===== config.mk =====
export PLATFORM = sky130hd
export DESIGN_NAME = addsub_chunked_flat
export DESIGN_NICKNAME = d
export VERILOG_FILES = /design/src/rtl/addsub_chunked_if.sv /design/src/rtl/addsub_chunked.sv /design/src/flat_wrapper.sv
export SDC_FILE = /design/constraint.sdc
export NUM_CORES = 1
export LEC_CHECK = 0
export BUFFER_PORTS_ARGS = -buffer_cell sky130_fd_sc_hd__clkbuf_2
export CORE_UTILIZATION = 46
export DETAILED_ROUTE_END_ITERATION = 6
export GPL_ROUTABILITY_DRIVEN = 0
export PLACE_DENSITY = 0.69
export SKIP_LAST_GASP = 1
export SLEW_MARGIN = 20
export SYNTH_ARGS = -nofsm -noshare
export SYNTH_HDL_FRONTEND = slang
export SYNTH_SLANG_ARGS = --single-unit

===== constraint.sdc =====
create_clock -name clk -period 3.3 [get_ports clk]
set_clock_uncertainty 0.2 [all_clocks]
set_input_delay 0.66 -clock clk [delete_from_list [all_inputs] [get_ports clk]]
set_output_delay 0.66 -clock clk [all_outputs]
set_load 0.005 [all_outputs]

===== src/rtl/addsub_chunked_if.sv =====
// Valid/ready operand and result channels of the chunk-serial adder/subtractor.
// The master side issues operands and consumes results. The slave side is the datapath.
interface addsub_chunked_if #(
    parameter int WIDTH = 8
);
    logic             in_valid;
    logic             in_ready;
    logic [WIDTH-1:0] in_a;
    logic [WIDTH-1:0] in_b;
    logic             in_ctl;
    logic             out_valid;
    logic             out_ready;
    logic [WIDTH-1:0] out_res;
    logic             out_cout;
    logic             out_neg;

    modport master (
        output in_valid, in_a, in_b, in_ctl, out_ready,
        input  in_ready, out_valid, out_res, out_cout, out_neg
    );

    modport slave (
        input  in_valid, in_a, in_b, in_ctl, out_ready,
        output in_ready, out_valid, out_res, out_cout, out_neg
    );
endinterface


===== src/rtl/addsub_chunked.sv =====
// Multi-cycle unsigned add / magnitude-subtract. One CHUNK-bit ripple slice is reused N times,
// and a second chunk-serial pass performs the two's-complement fix-up when A < B.
module addsub_chunked #(
    parameter int WIDTH = 8,
    parameter int CHUNK = 4
) (
    input  logic           clk,
    input  logic           rst,
    addsub_chunked_if.slave bus
);
    localparam int N  = WIDTH / CHUNK;
    localparam int IW = (N > 1) ? $clog2(N) : 1;
    localparam logic [IW-1:0] LAST = IW'(N - 1);

    generate
        if (WIDTH % CHUNK != 0) begin : g_bad_chunk
            $error("addsub_chunked: WIDTH must be a multiple of CHUNK");
        end
    endgenerate

    typedef enum logic [1:0] {IDLE, RUN, NEG, DONE} state_t;

    state_t           state_q, state_d;
    logic [WIDTH-1:0] a_q, b_q, s_q;
    logic             ctl_q, carry_q, cout_q, neg_q;
    logic [IW-1:0]    idx_q;

    logic [CHUNK:0]       run_sum, neg_sum;
    logic [WIDTH-1:0]     s_run, s_neg;
    logic                 last;

    // Operands are shifted right each chunk, and result chunks enter S from the top,
    // so after N steps chunk 0 sits at the LSB. The concat form also works when CHUNK == WIDTH.
    assign run_sum = {1'b0, a_q[CHUNK-1:0]} + {1'b0, b_q[CHUNK-1:0]} + {{CHUNK{1'b0}}, carry_q};
    assign neg_sum = {1'b0, ~s_q[CHUNK-1:0]} + {{CHUNK{1'b0}}, carry_q};
    assign s_run   = WIDTH'({run_sum[CHUNK-1:0], s_q} >> CHUNK);
    assign s_neg   = WIDTH'({neg_sum[CHUNK-1:0], s_q} >> CHUNK);
    assign last    = (idx_q == LAST);

    always_ff @(posedge clk) begin
        if (rst) state_q <= IDLE;
        else     state_q <= state_d;
    end

    always_comb begin
        // NOTE: default first so every path assigns state_d; otherwise a latch is inferred.
        state_d = state_q;
        case (state_q)
            IDLE: if (bus.in_valid) state_d = RUN;
            RUN:  if (last) state_d = (ctl_q && !run_sum[CHUNK]) ? NEG : DONE;
            NEG:  if (last) state_d = DONE;
            DONE: if (bus.out_ready) state_d = IDLE;
            default: state_d = IDLE;
        endcase
    end

    always_comb begin
        bus.out_valid = (state_q == DONE);
        bus.in_ready  = (state_q == IDLE) && !rst;
    end

    assign bus.out_res  = s_q;
    assign bus.out_cout = cout_q;
    assign bus.out_neg  = neg_q;

    // NOTE: non-blocking assignments, so every register samples pre-edge values of its peers.
    always_ff @(posedge clk) begin
        if (rst) begin
            a_q     <= '0;
            b_q     <= '0;
            s_q     <= '0;
            ctl_q   <= 1'b0;
            carry_q <= 1'b0;
            cout_q  <= 1'b0;
            neg_q   <= 1'b0;
            idx_q   <= '0;
        end else begin
            case (state_q)
                IDLE: if (bus.in_valid) begin
                    a_q     <= bus.in_a;
                    b_q     <= bus.in_ctl ? ~bus.in_b : bus.in_b;
                    ctl_q   <= bus.in_ctl;
                    carry_q <= bus.in_ctl;
                    cout_q  <= 1'b0;
                    neg_q   <= 1'b0;
                    idx_q   <= '0;
                end
                RUN: begin
                    a_q <= a_q >> CHUNK;
                    b_q <= b_q >> CHUNK;
                    s_q <= s_run;
                    if (last) begin
                        cout_q  <= run_sum[CHUNK];
                        carry_q <= 1'b1;
                        idx_q   <= '0;
                    end else begin
                        carry_q <= run_sum[CHUNK];
                        idx_q   <= idx_q + IW'(1);
                    end
                end
                NEG: begin
                    s_q <= s_neg;
                    if (last) begin
                        neg_q <= 1'b1;
                        idx_q <= '0;
                    end else begin
                        carry_q <= neg_sum[CHUNK];
                        idx_q   <= idx_q + IW'(1);
                    end
                end
                default: ;
            endcase
        end
    end
endmodule


===== src/flat_wrapper.sv =====
// flat-port wrapper written by rule: the top's interface ports become plain ports
module addsub_chunked_flat 
#(
    parameter int WIDTH = 8,
    parameter int CHUNK = 4
)
  (clk, rst, bus_in_valid, bus_in_a, bus_in_b, bus_in_ctl, bus_out_ready, bus_in_ready, bus_out_valid, bus_out_res, bus_out_cout, bus_out_neg);
  addsub_chunked_if #(.WIDTH(WIDTH)) bus_i ();
  input  logic clk;
  input  logic rst;
  input wire logic [$bits(bus_i.in_valid)-1:0] bus_in_valid;
  input wire logic [$bits(bus_i.in_a)-1:0] bus_in_a;
  input wire logic [$bits(bus_i.in_b)-1:0] bus_in_b;
  input wire logic [$bits(bus_i.in_ctl)-1:0] bus_in_ctl;
  input wire logic [$bits(bus_i.out_ready)-1:0] bus_out_ready;
  output wire logic [$bits(bus_i.in_ready)-1:0] bus_in_ready;
  output wire logic [$bits(bus_i.out_valid)-1:0] bus_out_valid;
  output wire logic [$bits(bus_i.out_res)-1:0] bus_out_res;
  output wire logic [$bits(bus_i.out_cout)-1:0] bus_out_cout;
  output wire logic [$bits(bus_i.out_neg)-1:0] bus_out_neg;
  assign bus_i.in_valid = bus_in_valid;
  assign bus_i.in_a = bus_in_a;
  assign bus_i.in_b = bus_in_b;
  assign bus_i.in_ctl = bus_in_ctl;
  assign bus_i.out_ready = bus_out_ready;
  assign bus_in_ready = bus_i.in_ready;
  assign bus_out_valid = bus_i.out_valid;
  assign bus_out_res = bus_i.out_res;
  assign bus_out_cout = bus_i.out_cout;
  assign bus_out_neg = bus_i.out_neg;
  addsub_chunked #(.WIDTH(WIDTH), .CHUNK(CHUNK)) u_core (.clk(clk), .rst(rst), .bus(bus_i));
endmodule

=== Word-level counts from Yosys, hierarchy flattened ===
Index checks and enable logic that the tools add are counted.
W data, S select, Z words.

* Shift operators: 0
* $mul: 0
* Bitwise logic cells: 2
* Reductions and logical operators: 18
* $lt $le $gt $ge: 0
* $add $sub $neg: 4
* Equal/unequal tests: 8
* Divide/modulo/power cells: 0
* Mux-type cells: 23

{| class="wikitable"
|+ Operator list
! cell !! number
|-
| $pmux W8 S2 || 3
|-
| $mux W8 || 3
|-
| $reduce_and A3 Y1 || 3
|-
| $mux W1 || 8
|-
| $mux W2 || 4
|-
| $not A8 Y8 || 1
|-
| $pmux W2 S4 || 1
|-
| $reduce_bool A2 Y1 || 4
|-
| $ne A2 B2 Y1 const B || 3
|-
| $pmux W1 S2 || 3
|-
| $reduce_and A2 Y1 || 3
|-
| $add A4 B1 Y5 || 1
|-
| $add A4 B4 Y5 || 1
|-
| $add A5 B1 Y5 || 1
|-
| $eq A2 B2 Y1 const B || 2
|-
| $ne A2 B1 Y1 const B || 2
|-
| $not A4 Y4 || 1
|-
| $reduce_and A4 Y1 || 1
|-
| $pmux W1 S3 || 1
|-
| $reduce_bool A3 Y1 || 1
|-
| $eq A2 B1 Y1 const B || 1
|-
| $logic_and A1 B1 Y1 || 2
|-
| $logic_not A1 Y1 || 2
|-
| $logic_not A2 Y1 || 1
|-
| other kinds (2) || 2
|}

* Bits in latches: 0
* Register bits: 31
* Input bits: 21
* Output and inout port bits: 12
* Bits in writable memories: 0
* Memory bits (read-only): 0
* Logic and storage cells: 64
* Memories: 0

=== Depth between registers and ports, before layout ===
* Word-level depth: 7
* Gate-level depth with buffers: 8
* Depth with buffers taken out: 8

=== Worst setup path after synthesis ===
Ideal clock, no wire load.

* Kind: register -> register
* Start: register u_core.carry_q
* End: register u_core.s_q[7], in the netlist u_core.bus.out_res[7]
* Slack: 1.419 ns
* Stages on the path, launching flop included: 7
* Required time: 3.012 ns
* Library setup time: 0.088 ns
* Data arrival time: 1.593 ns
* Period minus slack after synthesis: 1.881 ns
* Cells stage by stage: dfxtp_1 inv_1 fa_1 nand3b_1 nand3b_1 or3b_1 a311oi_2

* Longest elaborated chain between the ends: 2

{| class="wikitable"
|+ Ends and longest elaborated chain
! what !! RTL line !! source
|-
| start, declared || addsub_chunked.sv:25 || <nowiki>logic ctl_q, carry_q, cout_q, neg_q;</nowiki>
|-
| start signal, assigned || addsub_chunked.sv:83 || <nowiki>carry_q <= bus.in_ctl;</nowiki>
|-
| start signal, assigned || addsub_chunked.sv:97 || <nowiki>carry_q <= run_sum[CHUNK];</nowiki>
|-
| start signal, assigned || addsub_chunked.sv:107 || <nowiki>carry_q <= neg_sum[CHUNK];</nowiki>
|-
| $add A5 B1 Y5 / $add A4 B1 Y5 (equally long branches) || addsub_chunked.sv:34, addsub_chunked.sv:35 ||
|-
| $pmux W8 S2 * || addsub_chunked.sv:78 || <nowiki>case (state_q)</nowiki>
|-
| end signal, assigned || addsub_chunked.sv:91 || <nowiki>s_q <= s_run;</nowiki>
|-
| end signal, assigned || addsub_chunked.sv:102 || <nowiki>s_q <= s_neg;</nowiki>
|-
| end, declared || addsub_chunked.sv:24 || <nowiki>logic [WIDTH-1:0] a_q, b_q, s_q;</nowiki>
|}

Every way passes the cells marked *; elsewhere a longest branch is shown, timed or not. The select of a mux whose other input is x is not followed.
A chain may end at the register's enable or synchronous reset.

=== Worst setup path in the final report ===
* Start: register u_core.state_q[0]
* End: register u_core.cout_q, in the netlist u_core.bus.out_cout

* Longest elaborated chain between the ends: 3

{| class="wikitable"
|+ Ends and longest elaborated chain
! what !! RTL line !! source
|-
| start, declared || addsub_chunked.sv:23 || <nowiki>state_t state_q, state_d;</nowiki>
|-
| start signal, assigned || addsub_chunked.sv:42 || <nowiki>else state_q <= state_d;</nowiki>
|-
| $eq A2 B1 Y1 / $logic_not A2 Y1 (equally long branches) || addsub_chunked.sv:78 ||
|-
| $ne A2 B1 Y1 (no source line) (tied with other cells) || -- ||
|-
| $reduce_and A3 Y1 (no source line) || -- ||
|-
| end signal, assigned || addsub_chunked.sv:93 || <nowiki>cout_q <= run_sum[CHUNK];</nowiki>
|-
| end, declared || addsub_chunked.sv:25 ||
|}

Parallel ways exist; a longest one is shown, timed or not.

==> flow_summary.yaml <==
clock_tree:
  cts_buffers: 5
  cts.htree.levels: 2
  clock_latency_ns: 0.34
  cts_root_buffer: "clkbuf_4"
  cts_sinks: 31
  cts-resized-gates: 0
  post_cts_buffers: 0
  hold_buffers: 0
  cts_buffer_depth: 2
  clk_pin_slew_worst_paths_ns: 0.10
  cts_tree: "done"
cells_and_area:
  drive_gt1_share_pct: 19.2
  nets: 245
  area_growth_pct: 12.3
  n_antenna_cell: 0
setup_path:
  worstPathMaxFanout: 13
  start_kind: "flop"
  crit_start: "u_core.state_q[0]$_SDFFE_PP0P_"
  arrival_ns: 2.32
  r2r-end: "u_core.bus.out_cout$_SDFFE_PP0P_"
  endpoint: "u_core.bus.out_cout$_SDFFE_PP0P_"
  required_ns: 3.30
  r2r_cells: 6
  criticalPathCategory: "reg2reg"
  endpoint_kind: "flop"
  rr_startpoint: "u_core.state_q[0]$_SDFFE_PP0P_"
  rrSetupSlack_ns: 0.98
die:
  core_um2: 3390
  die_area_um2: 3830
  initial_core_util_pct: 48.6
  die_x_um: 61.9
  num_rows: 21
  die_h_um: 61.9
  io_pins: 33
placed_design:
  io_buffer_count: 32
  pre_cts_ws_ns: 0.985
  hpwl_um: 2310
route:
  wl_met2_um: 1380
  viasPerCell: 5.11
  wl_um: 3160
  top_layer: "met4"
  ant_nets: 0
  first_iter_violations: 68
  vias: 1329
  avgRoutedWirePerCell_um: 12.1
  wl_met3_um: 142
  first_pass_iters: 4
  drt-met1-wl_um: 1570
  drc_errors: 0
hold_path:
  worstHoldStart: "u_core.b_q[0]$_SDFFE_PP0P_"
  hp-class: "reg2reg"
yosys:
  syn_nets: 218
  synth-seq-cells: 31
  yosysUniqueCellTypes: 34
  ys_warn_count: 0
  synth_mux_area_share_pct: 7.29
  synth_top_family_by_area: "compound AO/OA/AOI/OAI gates"
  seq_area_frac_synth_pct: 37.7
  synth_area_um2: 1650
  synth_compound_area_share_pct: 18.6
  netlist_instances: 186
  synth-xor-area-share_pct: 5.85
  yosys.area_share.simple_pct: 14.9
  avgSynthCellArea_um2: 8.86
  synthAdderAreaFrac_pct: 9.26
run:
  drv_cap: 0
global_route:
  grt-ovfl-total: 0
  grt_pass1_vias: 1172
  antenna_found_initial: 0
  grt_use_total_pct: 18.7
  grt_max_degree: 35
  grt_pass1_wl_um: 5110
timing:
  maxSlewViolCount: 0
  fin_crit_ns: 2.32
  fin_crit_sh_pct: 70.3
  setup_viol: 0
  rsz0062_at_grt: "false"
  hold_viol_final: 0
  relSlewSlack_pct: 34.5
  tns_ns: 0
  max_freq_mhz: 431
  layout_setup_ws_ns: 0.980
  max_slew.worst_pin.slew_ns: 0.955
pwr:
  p_leak_nw: 0.781
  max-vdd-ir-drop_mv: 0.336
  finalPower_w: 0.00155
  power.density_nw_per_um2: 837
status:
  status: "completed"
## worst max-delay path, stage by stage, from the launching register on
cell and delay (ns):
dfxtp_1 0.34, inv_1 0.12, ha_1 0.34, mux2i_1 0.84
a21oi_1 0.11, mux2i_1 0.19, nor2_1 0.05
## cell type report
cell class,instances,area [um2]
inverter,11,41.3
tap,46,57.6
clock inverter,1,5.00
clock buffer,7,45.0
fill,308,1540
sequential,31,621
multi-input combinational,132,921
timing repair buffer,32,160
## per-stage QoR
step / area (um2) / utilization [%] / hold WS (ns) / cells
3_3_place_gp: 1800 / 53.1 / 0.248 / 252
2_1_floorplan: 1650 / - / 0.232 / 186
4_1_cts: 1850 / 54.6 / 0.261 / 260
3_5_place_dp: 1800 / 53.1 / 0.250 / 252
5_1_grt: 1850 / 54.6 / 0.292 / 260
6_report: 1850 / 54.6 / 0.260 / 260
## flip-flops by register name, summed over array words and instances (netlist names)
| name | cells |
|---|---|
| u_core.a_q | 8 |
| u_core.b_q | 8 |
| u_core.bus.out_res | 8 |
| u_core.state_q | 2 |
| u_core.bus.out_cout | 1 |
| u_core.bus.out_neg | 1 |
| u_core.carry_q | 1 |
| u_core.ctl_q | 1 |
| u_core.idx_q | 1 |
## how the worst min path moves through the flow
stage | cells after the start | slack, ns | to
4_1_cts | 2 | 0.26 | u_core.b_q[0]$_SDFFE_PP0P_
6_report | 2 | 0.26 | u_core.b_q[0]$_SDFFE_PP0P_
3_5_place_dp | 2 | 0.25 | u_core.b_q[0]$_SDFFE_PP0P_
2_1_floorplan | 2 | 0.23 | u_core.b_q[0]$_SDFFE_PP0P_
3_3_place_gp | 2 | 0.25 | u_core.b_q[0]$_SDFFE_PP0P_
5_1_grt | 2 | 0.29 | u_core.b_q[0]$_SDFFE_PP0P_
## cells by family (layout without fill, tap and decap cells)
kind of cell,after synthesis,in the layout
AO/OA/AOI/OAI,44,44
XOR/XNOR,11,11
adder cells (fa/ha/maj),11,11
buffers and inverters,23,51
flip-flops,31,31
multiplexers,12,12
AND/OR/NAND/NOR,54,54
## layout by cell type, fill, tap and decap left out
| master | instances |
|---|---|
| fa_1 | 2 |
| nor3b_1 | 1 |
| a21oi_1 | 12 |
| nor3_1 | 2 |
| a211oi_1 | 8 |
| or3_1 | 1 |
| nand2_1 | 12 |
| nand4_1 | 1 |
| nor2b_1 | 2 |
| nand4bb_1 | 1 |
| xor2_1 | 6 |
| inv_1 | 11 |
| o221ai_1 | 1 |
| o31ai_1 | 2 |
| or3b_1 | 1 |
| mux2i_1 | 12 |
| o21ai_2 | 1 |
| clkinv_2 | 1 |
| nor2_1 | 28 |
| a311oi_2 | 1 |
| ha_1 | 9 |
| clkbuf_2 | 32 |
| clkbuf_1 | 2 |
| o211ai_1 | 7 |
| nand2b_1 | 2 |
| nand3b_1 | 2 |
| o21ai_0 | 2 |
| clkbuf_4 | 5 |
| xnor2_1 | 5 |
| a22oi_1 | 8 |
| nand3_1 | 1 |
| a21boi_0 | 1 |
| a21oi_2 | 1 |
| dfxtp_1 | 31 |
## cell usage after synthesis, drive strengths merged
| library cell | count | area (um2) |
|---|---|---|
| inv | 11 | 41.3 |
| or3 | 1 | 6.26 |
| mux2i | 12 | 120 |
| nand2 | 12 | 45.0 |
| a22oi | 8 | 60.1 |
| a21boi | 1 | 7.51 |
| nor2b | 2 | 12.5 |
| nand3 | 1 | 5.00 |
| nand4bb | 1 | 11.3 |
| nor3 | 2 | 10.0 |
| fa | 2 | 40.0 |
| ha | 9 | 113 |
| or3b | 1 | 8.76 |
| nor3b | 1 | 7.51 |
| a211oi | 8 | 60.1 |
| dfxtp | 31 | 621 |
| o211ai | 7 | 52.6 |
| o21ai | 3 | 18.8 |
| nand2b | 2 | 12.5 |
| o31ai | 2 | 15.0 |
| xor2 | 6 | 52.6 |
| xnor2 | 5 | 43.8 |
| a21oi | 13 | 68.8 |
| o221ai | 1 | 8.76 |
| nand4 | 1 | 6.26 |
| clkbuf | 5 | 20.0 |
| nor2 | 28 | 105 |
| a311oi | 1 | 15.0 |
| buf | 7 | 45.0 |
| nand3b | 2 | 15.0 |
## power breakdown
part | internal (W) | leakage, nW | switching, W | total (W)
Combinational | 0.000337 | 0.498 | 0.000441 | 0.000779
Sequential | 0.000482 | 0.254 | 0.0000772 | 0.000559
Clock | 0.0000829 | 0.0293 | 0.000128 | 0.000210
Total | 0.000902 | 0.781 | 0.000646 | 0.00155
## per-layer routing
| metal | GRT usage [%] | vias up |
|---|---|---|
| met5 | 0 | - |
| met4 | 9.52 | 0 |
| met3 | 5.80 | 7 |
| met2 | 31.0 | 33 |
| met1 | 21.8 | 589 |
| li1 | - | 700 |
No activity file was read; power rests on OpenSTA's default activity.
